## src/rtl/vc_skid_buffer.sv

```systemverilog
// Two-entry valid/ready skid buffer with strict FIFO ordering.
// Define VC_SKID_BUFFER_BYPASS_EN to let a message pass straight through when empty.
module vc_skid_buffer #(
  parameter int p_nbits = 32
) (
  input  logic               clk,
  input  logic               reset,
  input  logic               enq_val,
  output logic               enq_rdy,
  input  logic [p_nbits-1:0] enq_msg,
  output logic               deq_val,
  input  logic               deq_rdy,
  output logic [p_nbits-1:0] deq_msg,
  output logic [1:0]         num_free
);

  logic [p_nbits-1:0] entry_q [2];
  logic               enq_ptr_q, enq_ptr_d;
  logic               deq_ptr_q, deq_ptr_d;
  logic [1:0]         count_q, count_d;

  logic enq_fire, deq_fire, bypass, wr_en, rd_adv;

  assign enq_rdy  = reset && (count_q != 2'd2);
  assign num_free = 2'd2 - count_q;

`ifdef VC_SKID_BUFFER_BYPASS_EN
  // Empty buffer presents the upstream message directly.
  assign deq_val = reset && ((count_q != 2'd0) || enq_val);
  assign deq_msg = (count_q == 2'd0) ? enq_msg : entry_q[deq_ptr_q];
  assign bypass  = (count_q == 2'd0) && enq_fire && deq_fire;
`else
  assign deq_val = reset && (count_q != 2'd0);
  assign deq_msg = entry_q[deq_ptr_q];
  assign bypass  = 1'b0;
`endif

  assign enq_fire = enq_val && enq_rdy;
  assign deq_fire = deq_val && deq_rdy;
  assign wr_en    = enq_fire && !bypass;
  assign rd_adv   = deq_fire && !bypass;

  always_comb begin
    enq_ptr_d = enq_ptr_q ^ wr_en;
    deq_ptr_d = deq_ptr_q ^ rd_adv;
    count_d   = count_q + {1'b0, wr_en} - {1'b0, rd_adv};
  end

  always_ff @(posedge clk) begin
    if (!reset) begin
      count_q   <= 2'd0;
      enq_ptr_q <= 1'b0;
      deq_ptr_q <= 1'b0;
    end else begin
      count_q   <= count_d;
      enq_ptr_q <= enq_ptr_d;
      deq_ptr_q <= deq_ptr_d;
    end
  end

  // Storage is intentionally unreset; count gates visibility.
  always_ff @(posedge clk) begin
    if (wr_en) entry_q[enq_ptr_q] <= enq_msg;
  end

endmodule

```

## config.mk

```make
export PLATFORM = sky130hd
export DESIGN_NAME = vc_skid_buffer
export DESIGN_NICKNAME = d
export VERILOG_FILES = /design/src/rtl/vc_skid_buffer.sv
export SDC_FILE = /design/constraint.sdc
export NUM_CORES = 1
export LEC_CHECK = 0
export BUFFER_PORTS_ARGS = -buffer_cell sky130_fd_sc_hd__buf_2
export CORE_MARGIN = 8
export CORE_UTILIZATION = 56
export DETAILED_ROUTE_END_ITERATION = 10
export GPL_ROUTABILITY_DRIVEN = 0
export PLACE_DENSITY = 0.81
export SLEW_MARGIN = 20
export SYNTH_ARGS = -nofsm -noshare
export SYNTH_HDL_FRONTEND = slang
export SYNTH_SLANG_ARGS = --single-unit
```

## constraint.sdc

```tcl
create_clock -name clk -period 4.33 [get_ports clk]
set_input_delay 0.433 -clock clk [delete_from_list [all_inputs] [get_ports clk]]
set_output_delay 0.433 -clock clk [all_outputs]
set_load 0.02 [all_outputs]
```

==> results.py <==
metrics = {
    "worst_setup_path": {
        "cp_slowest_stage_delay_ns": 1.00,
        "cp_slowest_cell": "dfxtp_2",
        "critical_path_class": "flip-flop to output port",
        "critical_path.max_fanout": 32,
        "cp-end-kind": "output port",
        "start_kind": "flip-flop",
        "path_cells": "mux2_2 > buf_2",
        "arrival_ns": 1.93,
        "critPathRequiredTime_ns": 3.90,
    },
    "yosys": {
        "syn_nets": 173,
        "ys.warnings.count": 0,
        "yosysSeqAreaShare_pct": 73.3,
        "syn_inst": 131,
        "synth_top_area_cell": "edfxtp_1",
        "synth_area_sq_um": 2760,
        "ys_types": 14,
        "post-synth-top-area-fraction_pct": 69.7,
        "avgSynthCellArea_sq_um": 21.1,
        "ys_ff_latch": 69,
        "ys_top_cells_by_area": "edfxtp_1 (70%), mux2_4 (16%), dfxtp_1 (3.6%)",
    },
    "route": {
        "drc_errors": 0,
        "drt-vias-per-instance": 4.90,
        "dr_total_vias": 1381,
        "drt_first_pass_iters": 4,
        "dr.first_iter.drc_count": 90,
        "totalWireLength_um": 4930,
        "wl_per_cell_um": 17.5,
        "ant_nets": 0,
    },
    "floorplan": {
        "start_util_pct": 58.4,
        "row_count": 25,
        "dieWidth_um": 86.2,
        "die_y_um": 86.2,
        "dieArea_sq_um": 7430,
        "ioPinCount": 72,
        "core_sq_um": 4720,
    },
    "sta": {
        "drv_slew": 0,
        "fin_crit_ns": 2.37,
        "finalSetupTns_ns": 0,
        "slew_headroom_pct": 32.2,
        "holdWs_ns": 0.278,
        "finalSetupViolations": 0,
        "skew_ns": 0.00897,
        "clock.fmax_mhz": 423,
        "tightest_slew_ns": 1.02,
        "rsz0062_at_grt": "no",
        "period_share_pct": 54.7,
        "hold_viol": 0,
    },
    "clock_tree": {
        "cts_max_path_buffers": 2,
        "clkTransAtPathRegs_ns": 0.07,
        "cts_hold_buf": 0,
        "numCtsBuffers": 9,
        "cts_tree": "yes",
        "cts-resized-gates": 0,
        "clock_sinks": 69,
        "post_cts_buffers": 0,
        "cts_max_level": 3,
        "root_buffer": "clkbuf_8",
        "clk_latency_ns": 0.34,
    },
    "global_route": {
        "grt-ovfl-total": 0,
        "grt_pass1_wl_um": 7510,
        "grt_pass1_vias": 1526,
        "track_usage_pct": 13.8,
        "antenna_found_initial": 0,
        "grt_max_degree": 33,
    },
    "run": {
        "drv_cap": 0,
    },
    "layout": {
        "mostFrequentLayoutCell": "buf_2",
        "layout_common_cells": "buf_2 (71), edfxtp_1 (64), mux2_4 (30)",
        "final_layout_size_suffix_gt1_share_pct": 54.9,
        "syn_to_final_growth_pct": 21.1,
        "nNetsFinal": 252,
        "diodes": 0,
    },
    "power_and_ir_drop": {
        "p_leak_nw": 1.34,
        "p_per_area_nw_per_um2": 501,
        "vdd_drop_max_uv": 362,
    },
    "status": {
        "status": "completed",
    },
    "min_path": {
        "min_path_type": "primary input to flip-flop",
    },
    "place": {
        "hpwl_um": 3540,
        "portBuffers": 71,
    },
}
==> sequential cells by signal (all words and copies together) (netlist names), named ones only <==
signal / count
enq_ptr_q: 1
entry_q: 64
count_q: 2
deq_ptr_q: 1
==> metrics by stage <==
step,cell area (sq um),std cells,power [mW],setup slack (ns),util [%]
floorplan,2760,131,1.07,1.97,-
global placement,3130,266,1.14,2.34,66.4
detailed placement,3130,266,1.15,2.20,66.4
CTS,3340,282,1.69,1.93,70.7
global route,3340,282,1.74,1.86,70.7
finish,3340,282,1.67,1.96,70.7
==> path summary, 6_finish.rpt <==
kind | start | to | slack [ns] | cells past startpoint
worst max-delay path | flip-flop | deq_msg[29] | 1.96 | 2
worst min-delay path | enq_msg[7] | entry_q[1][7]$_DFFE_PP_ | 0.28 | 1
worst max register to register | count_q[0]$_SDFF_PN0_ | entry_q[0][1]$_DFFE_PP_ | 2.15 | 7
worst min register to register | enq_ptr_q$_SDFF_PN0_ | enq_ptr_q$_SDFF_PN0_ | 0.58 | 3
==> critical path, delay by kind of cell (launching register included) <==
family                 cells  cell delay, ns
buffers and inverters      1            0.16
muxes                      1            0.42
DFF                        1            1.00
==> cell families (layout without fill, tap and decap cells) <==
group / count (synthesis) / after routing / share of synthesized area, %
flops: 69 / 69 / 73.3
mux: 32 / 32 / 17.2
buf+inv: 11 / 95 / 3.68
simple gates: 10 / 10 / 2.18
fa+ha+maj: 6 / 6 / 2.72
xor+xnor: 3 / 3 / 0.953
==> power breakdown <==
| group | total (mW) | switching (mW) | internal, mW | leakage [nW] |
|---|---|---|---|---|
| Combinational | 0.313 | 0.156 | 0.157 | 0.611 |
| Sequential | 0.818 | 0.0443 | 0.774 | 0.628 |
| Clock | 0.543 | 0.223 | 0.321 | 0.0986 |
==> synth_stat cells <==
| cell | n |
|---|---|
| mux2_2 | 2 |
| edfxtp_1 | 64 |
| nand2_1 | 1 |
| nor2b_1 | 3 |
| mux2_4 | 30 |
| inv_1 | 6 |
| ha_1 | 6 |
| and2_1 | 5 |
| xnor2_1 | 3 |
| buf_6 | 1 |
| dfxtp_1 | 5 |
| nand2b_1 | 1 |
| buf_12 | 3 |
| buf_4 | 1 |
==> layout make-up <==
| type | instances | area [sq um] |
|---|---|---|
| sequential | 69 | 2020 |
| fill | 317 | 1380 |
| multi-input combinational | 51 | 634 |
| timing repair buffer | 73 | 370 |
| clock buffer | 11 | 131 |
| tap | 67 | 83.8 |
| clock inverter | 5 | 75.1 |
| inverter | 6 | 22.5 |
==> layer usage <==
layer / vias up / GRT usage [%] / wire [um]
li1: 647 / - / -
met5: - / 0 / 0
met3: 7 / 6.62 / 377
met1: 680 / 13.5 / 1830
met4: 0 / 6.10 / 60
met2: 47 / 24.1 / 2670
No activity file was read; power rests on OpenSTA's default activity.
